`config.mk`:
```
export PLATFORM = sky130hd
export DESIGN_NAME = sm_window_peak
export DESIGN_NICKNAME = d
export VERILOG_FILES = /design/src/rtl/sm_pkg.sv /design/src/rtl/comparator.sv /design/src/rtl/sm_window_peak.sv
export SDC_FILE = /design/constraint.sdc
export NUM_CORES = 1
export LEC_CHECK = 0
export CAP_MARGIN = 20
export CORE_ASPECT_RATIO = 2
export CORE_MARGIN = 5
export CORE_UTILIZATION = 45
export DETAILED_ROUTE_END_ITERATION = 8
export PLACE_DENSITY = 0.71
export SLEW_MARGIN = 25
export SYNTH_ARGS = -nofsm -noshare
export SYNTH_HDL_FRONTEND = slang
export SYNTH_SLANG_ARGS = --single-unit
```
`constraint.sdc`:
```
create_clock -name i_clk -period 2.3 [get_ports i_clk]
set_clock_uncertainty 0.15 [all_clocks]
set_input_delay 0.69 -clock i_clk [delete_from_list [all_inputs] [get_ports i_clk]]
set_output_delay 0.69 -clock i_clk [all_outputs]
set_load 0.1 [all_outputs]
```
`src/rtl/sm_pkg.sv`:
```
// Shared sign-magnitude definitions: peak-detector state encoding and zero constants.
package sm_pkg;

    typedef enum logic [1:0] {
        IDLE,
        ACC,
        HOLD
    } peak_state_t;

    // Sign-magnitude zero of width n: +0 is all zeros, -0 has only the sign bit set.
    function automatic logic [63:0] sm_zero(input int unsigned n, input logic neg);
        return neg ? (64'(1) << (n - 1)) : 64'(0);
    endfunction

    localparam logic [7:0] SM_POS_ZERO = 8'(sm_zero(8, 1'b0));
    localparam logic [7:0] SM_NEG_ZERO = 8'(sm_zero(8, 1'b1));

endpackage

```
`src/rtl/comparator.sv`:
```
// Sign-magnitude ordering primitive: o_out = 1 when i_a >= i_b.
// +0 ranks above -0; equal encodings compare as >=.
module comparator #(
    parameter int unsigned N = 8
) (
    input  logic [N-1:0] i_a,
    input  logic [N-1:0] i_b,
    output logic         o_out
);

    logic         w_sa;
    logic         w_sb;
    logic [N-2:0] w_ma;
    logic [N-2:0] w_mb;

    assign w_sa = i_a[N-1];
    assign w_sb = i_b[N-1];
    assign w_ma = i_a[N-2:0];
    assign w_mb = i_b[N-2:0];

    // Differing signs: the positive operand wins. Negatives order by inverted magnitude.
    assign o_out = (w_sa != w_sb) ? ~w_sa
                 : (w_sa ? (w_ma <= w_mb) : (w_ma >= w_mb));

endmodule

```
`src/rtl/sm_window_peak.sv`:
```
// Windowed max/min peak detector for sign-magnitude samples.
// Optional feature macro: SM_PEAK_INDEX_EN adds o_max_idx / o_min_idx window positions.
module sm_window_peak
    import sm_pkg::*;
#(
    parameter int unsigned N = 8,
    parameter int unsigned W = 4
) (
    input  logic          i_clk,
    input  logic          i_rst,
    input  logic [N-1:0]  i_data,
    input  logic          i_valid,
    output logic          o_ready,
    output logic [N-1:0]  o_max,
    output logic [N-1:0]  o_min,
    output logic          o_valid,
`ifdef SM_PEAK_INDEX_EN
    output logic [((W > 1) ? $clog2(W) : 1)-1:0] o_max_idx,
    output logic [((W > 1) ? $clog2(W) : 1)-1:0] o_min_idx,
`endif
    input  logic          i_ready
);

    localparam int unsigned CW      = (W > 1) ? $clog2(W) : 1;
    localparam logic [CW-1:0] CNT_LAST = CW'(W - 1);
    localparam logic [N-1:0]  ZERO_V   = N'(sm_zero(N, 1'b0));

    peak_state_t   r_state;
    logic [CW-1:0] r_cnt;
    logic [N-1:0]  r_max;
    logic [N-1:0]  r_min;
    logic          r_ready;
    logic          r_valid;
    logic          w_max_upd;
    logic          w_min_upd;
`ifdef SM_PEAK_INDEX_EN
    logic [CW-1:0] r_max_idx;
    logic [CW-1:0] r_min_idx;
`endif

    comparator #(.N(N)) u_cmp_max (
        .i_a   (i_data),
        .i_b   (r_max),
        .o_out (w_max_upd)
    );

    comparator #(.N(N)) u_cmp_min (
        .i_a   (r_min),
        .i_b   (i_data),
        .o_out (w_min_upd)
    );

    // Window FSM: collects W samples, then holds the extremes until the consumer takes them.
    always_ff @(posedge i_clk) begin
        if (i_rst) begin
            r_state   <= IDLE;
            r_cnt     <= '0;
            r_max     <= ZERO_V;
            r_min     <= ZERO_V;
            r_ready   <= 1'b1;
            r_valid   <= 1'b0;
`ifdef SM_PEAK_INDEX_EN
            r_max_idx <= '0;
            r_min_idx <= '0;
`endif
        end else begin
            case (r_state)
                IDLE: begin
                    if (i_valid) begin
                        r_max     <= i_data;
                        r_min     <= i_data;
`ifdef SM_PEAK_INDEX_EN
                        r_max_idx <= '0;
                        r_min_idx <= '0;
`endif
                        if (W == 1) begin
                            r_state <= HOLD;
                            r_ready <= 1'b0;
                            r_valid <= 1'b1;
                        end else begin
                            r_cnt   <= CW'(1);
                            r_state <= ACC;
                        end
                    end
                end
                ACC: begin
                    if (i_valid) begin
                        if (w_max_upd) begin
                            r_max     <= i_data;
`ifdef SM_PEAK_INDEX_EN
                            r_max_idx <= r_cnt;
`endif
                        end
                        if (w_min_upd) begin
                            r_min     <= i_data;
`ifdef SM_PEAK_INDEX_EN
                            r_min_idx <= r_cnt;
`endif
                        end
                        // Last sample parks the counter at W-1 instead of wrapping.
                        if (r_cnt == CNT_LAST) begin
                            r_state <= HOLD;
                            r_ready <= 1'b0;
                            r_valid <= 1'b1;
                        end else begin
                            r_cnt <= r_cnt + CW'(1);
                        end
                    end
                end
                HOLD: begin
                    if (i_ready) begin
                        r_state <= IDLE;
                        r_cnt   <= '0;
                        r_ready <= 1'b1;
                        r_valid <= 1'b0;
                    end
                end
                default: begin
                    r_state <= IDLE;
                    r_cnt   <= '0;
                    r_ready <= 1'b1;
                    r_valid <= 1'b0;
                end
            endcase
        end
    end

    assign o_ready = r_ready;
    assign o_valid = r_valid;
    assign o_max   = r_max;
    assign o_min   = r_min;
`ifdef SM_PEAK_INDEX_EN
    assign o_max_idx = r_max_idx;
    assign o_min_idx = r_min_idx;
`endif

endmodule

```
==> summary.txt <==
Critical path
  • CP startpoint: i_data[2]
  • Top delay family on crit path: buffers and inverters
  • Crit path launch type: primary input
  • Critical Path AT: 2.28 ns
  • Worst reg-to-reg setup slack: 0.38 ns
  • Capture point of the worst reg-to-reg path: o_max[6]$_SDFFE_PP0P_
  • Worst-path fanout max: 7
  • RR Startpoint: o_max[5]$_SDFFE_PP0P_
  • Critical path's largest stage delay: 0.27 ns
  • Worst path bufs/invs: 3
  • Max stage delay cell, worst path: mux2i_4
  • Crit Path Class: in2reg
  • WP data required: about 2.4 ns
  • Most frequent CP cell: a21oi_4
  • Crit. End Element: flop
  • Crit path depth: 9
  • Crit path to: o_min[3]$_SDFFE_PP0P_
  • Number of cells on the worst reg-to-reg path: 7
  • Cells along the critical path: clkdlybuf4s15_1 -> inv_2 -> ha_4 -> a21oi_4 -> o21ai_2 -> a21oi_4 -> mux2i_4 -> buf_12 -> mux2i_1

Pwr
  • Pwr Density: about 670 nW/um2
  • Sw Share: 37.7%
  • Worst VDD drop: 0.514 mV
  • Clock power share: 25.3%
  • Tot Pwr: 1.46 mW
  • Sequential share of power: 31.7%
  • Combinational share of power: 43.0%
  • Switching pwr: 0.551 mW
  • Cell Int Power: a little over 0.9 mW
  • Pleak: 0.907 nW

Yosys
  • Synth Area in Simple Gates: 19.6%
  • Net Count, Synth: 181
  • Post-synthesis cell count: 154
  • Largest family of logic cells by synthesized area: simple AND/OR/NAND/NOR gates
  • Seq/Total Area, Yosys: around a third
  • Synth Cell Area: 1390 um2
  • Post-synth top flop: dfxtp_1
  • Post-synthesis adder-cell area fraction: a little over an eighth
  • Yosys cell types: 36
  • Mux contribution to synthesized area: between 10% and 20%
  • Synth Area in XOR/XNOR: 0%
  • Ys async rst share: 0%
  • Seq cells post-synth: 22
  • Avg Inst Size Synth: 9.04 um2
  • Number of synthesized flops with an enable pin: 0
  • Synth Warn #: 0
  • Compound-cell area share of the yosys netlist: 16.0%

Global routing
  • Grt met1 use: between 10% and 20%
  • Grt met2 use: 34.2%
  • Initial antenna violation count: 0
  • Met3 Use GR: under 10%
  • Largest net degree at the start of global routing: 30
  • Grt peak-use layer: met2
  • Grt ovf: 0
  • Tot GR Track Use: 17.1%
  • Number of global-route vias before repair: 1345
  • First-pass GRT wire length: 5820 um

Routing
  • Vias/cell: 5.42
  • ANT nets after route: 0
  • Routed wire length: 3590 um
  • Wire per inst: 16.3 um
  • Routed via count: 1193
  • DR iter-0 viols: 23
  • Remaining DRCs: 0
  • First-pass DRT Iterations: 4

CTS
  • Number of CTS-inserted buffers: 3
  • Clock Tree Buf Depth: 2
  • Post-CTS setup buffer count: 0
  • Worst-Skew Late Latency: 0.27 ns
  • Hold buffers post-CTS: 0
  • TritonCTS clock tree: yes
  • Max H-tree Level: 1
  • Clock Sinks: 22
  • Clock-pin slew of the registers on the worst-case setup and hold paths: 0.09 ns
  • Clock root buffer: clkbuf_8

STA
  • Final min period: 2.23 ns
  • Max-slew violation count: 0
  • Worst hold slack: 0.345 ns
  • Final WS setup: about 0.07 ns
  • Worst slew pin tran: 0.384 ns
  • Highest clock rate: 448 MHz
  • Ratio of final minimum period to clock period: 97.0%
  • Final setup viols: 0
  • Setup TNS: 0 ns
  • Hold Fails Final Rpt: 0
  • Relative slew slack: 74.4%

Floorplanning
  • Die ar.: around 4400 um2
  • Die width: slightly below 50 um
  • Die H: 88.7 um
  • Initial Util: between 40% and 50%
  • Core ar.: 2980 um2
  • # rows: 28
  • I/O pin total: 30

Layout
  • Fill count: approximately 200
  • Design Area, Final: 2170 um2
  • Most common cell after layout, fill and taps aside: nand2b_1
  • Fin nets: 218
  • Synthesis-to-layout area growth: 56.1%
  • Fin cells: 220
  • Layout cells sized above 1: 39.5%
  • Ant. Diodes: 0
  • Final core utilization: 73.0%
  • Commonest non-fill, non-tap cells in the layout: nand2b_1 (21), buf_12 (19), inv_1 (16), mux2i_1 (14), dfxtp_2 (14)

Run status
  • Outcome: finished clean

Placed design
  • Port buffer count: 29
  • Dpl ws: -0.614 ns
  • RePlAce Congestion: roughly 0.83
  • Placed cell area: between 1500 and 2000 um2
  • Detailed Place HPWL: 2710 um
  • Placed Cells: around 220

Hold path
  • Hold WC Path Type: reg2reg
  • HP Start: r_cnt[1]$_SDFFE_PP0P_

Run
  • Max-cap violations: 0
-- Yosys cell counts (2+ instances only) --
cell / count / area [um2]
ha_1: 15 / 188
o21ai_0: 4 / 20.0
mux2i_1: 14 / 140
a21oi_1: 14 / 70.1
o21ai_1: 3 / 15.0
clkbuf_1: 2 / 7.51
nand2_1: 10 / 37.5
nand2b_1: 21 / 131
buf_6: 2 / 22.5
nand3_1: 3 / 15.0
nor2_1: 3 / 11.3
dfxtp_1: 22 / 440
a211oi_1: 2 / 15.0
inv_1: 17 / 63.8
-- routing by layer --
metal	share of wire, %	wire length (um)
met1	35	1270
met4	2.9	104
met3	3.5	127
met5	0	0
met2	58	2090
-- what timing repair did --
item                       CTS  global route
gates resized for setup     23            18
setup endpoints to repair   14            14
pin swaps                    6            10
cloned                       0             0
-- cell type report --
cell class	instances	area (um2)	share of cell area (%)
well taps	30	37.5	1.73
repair buffers	38	539	24.8
multi-input cells	109	1000	46.2
clock buffers	3	41.3	1.90
clock inverters	1	30.0	1.38
inverters	17	63.8	2.94
flip-flops and latches	22	458	21.1
-- kinds of logic (layout without fill, tap and decap cells) --
| group | count (synthesis) | after routing |
|---|---|---|
| multiplexers | 15 | 15 |
| AND/OR/NAND/NOR | 46 | 46 |
| adder cells (fa/ha/maj) | 15 | 15 |
| buffers and inverters | 23 | 59 |
| flip-flops | 22 | 22 |
| AO/OA/AOI/OAI | 33 | 33 |
-- power by group through the flow --
stage	Clock (mW)	Combinational, mW	Sequential, mW
after floorplan	0	0.175	0.654
after global placement	0	0.565	0.468
after detailed placement	0	0.576	0.470
after CTS	0.372	0.605	0.462
after global routing	0.387	0.660	0.468
final	0.370	0.628	0.464
-- worst min path at each step --
stage                                        to  slack [ns]  cells past startpoint
after floorplan           r_cnt[1]$_SDFFE_PP0P_        0.29                      2
after global placement    r_cnt[1]$_SDFFE_PP0P_        0.30                      2
after detailed placement  r_cnt[1]$_SDFFE_PP0P_        0.34                      2
after CTS                 r_cnt[1]$_SDFFE_PP0P_        0.35                      2
after global routing      r_cnt[1]$_SDFFE_PP0P_        0.38                      2
final                     r_cnt[1]$_SDFFE_PP0P_        0.34                      2
-- tightest hold or removal path, stage by stage, from the launching register on --
cell     delay [ns]
dfxtp_1        0.32
nand2_1        0.06
a21oi_1        0.07
-- flip-flops by register name, indices dropped and copies added, names as in the netlist --
register  cells
o_ready       1
o_max         8
o_min         8
o_valid       1
r_state       2
r_cnt         2
Note: power is estimated with default switching activity, not from simulation.
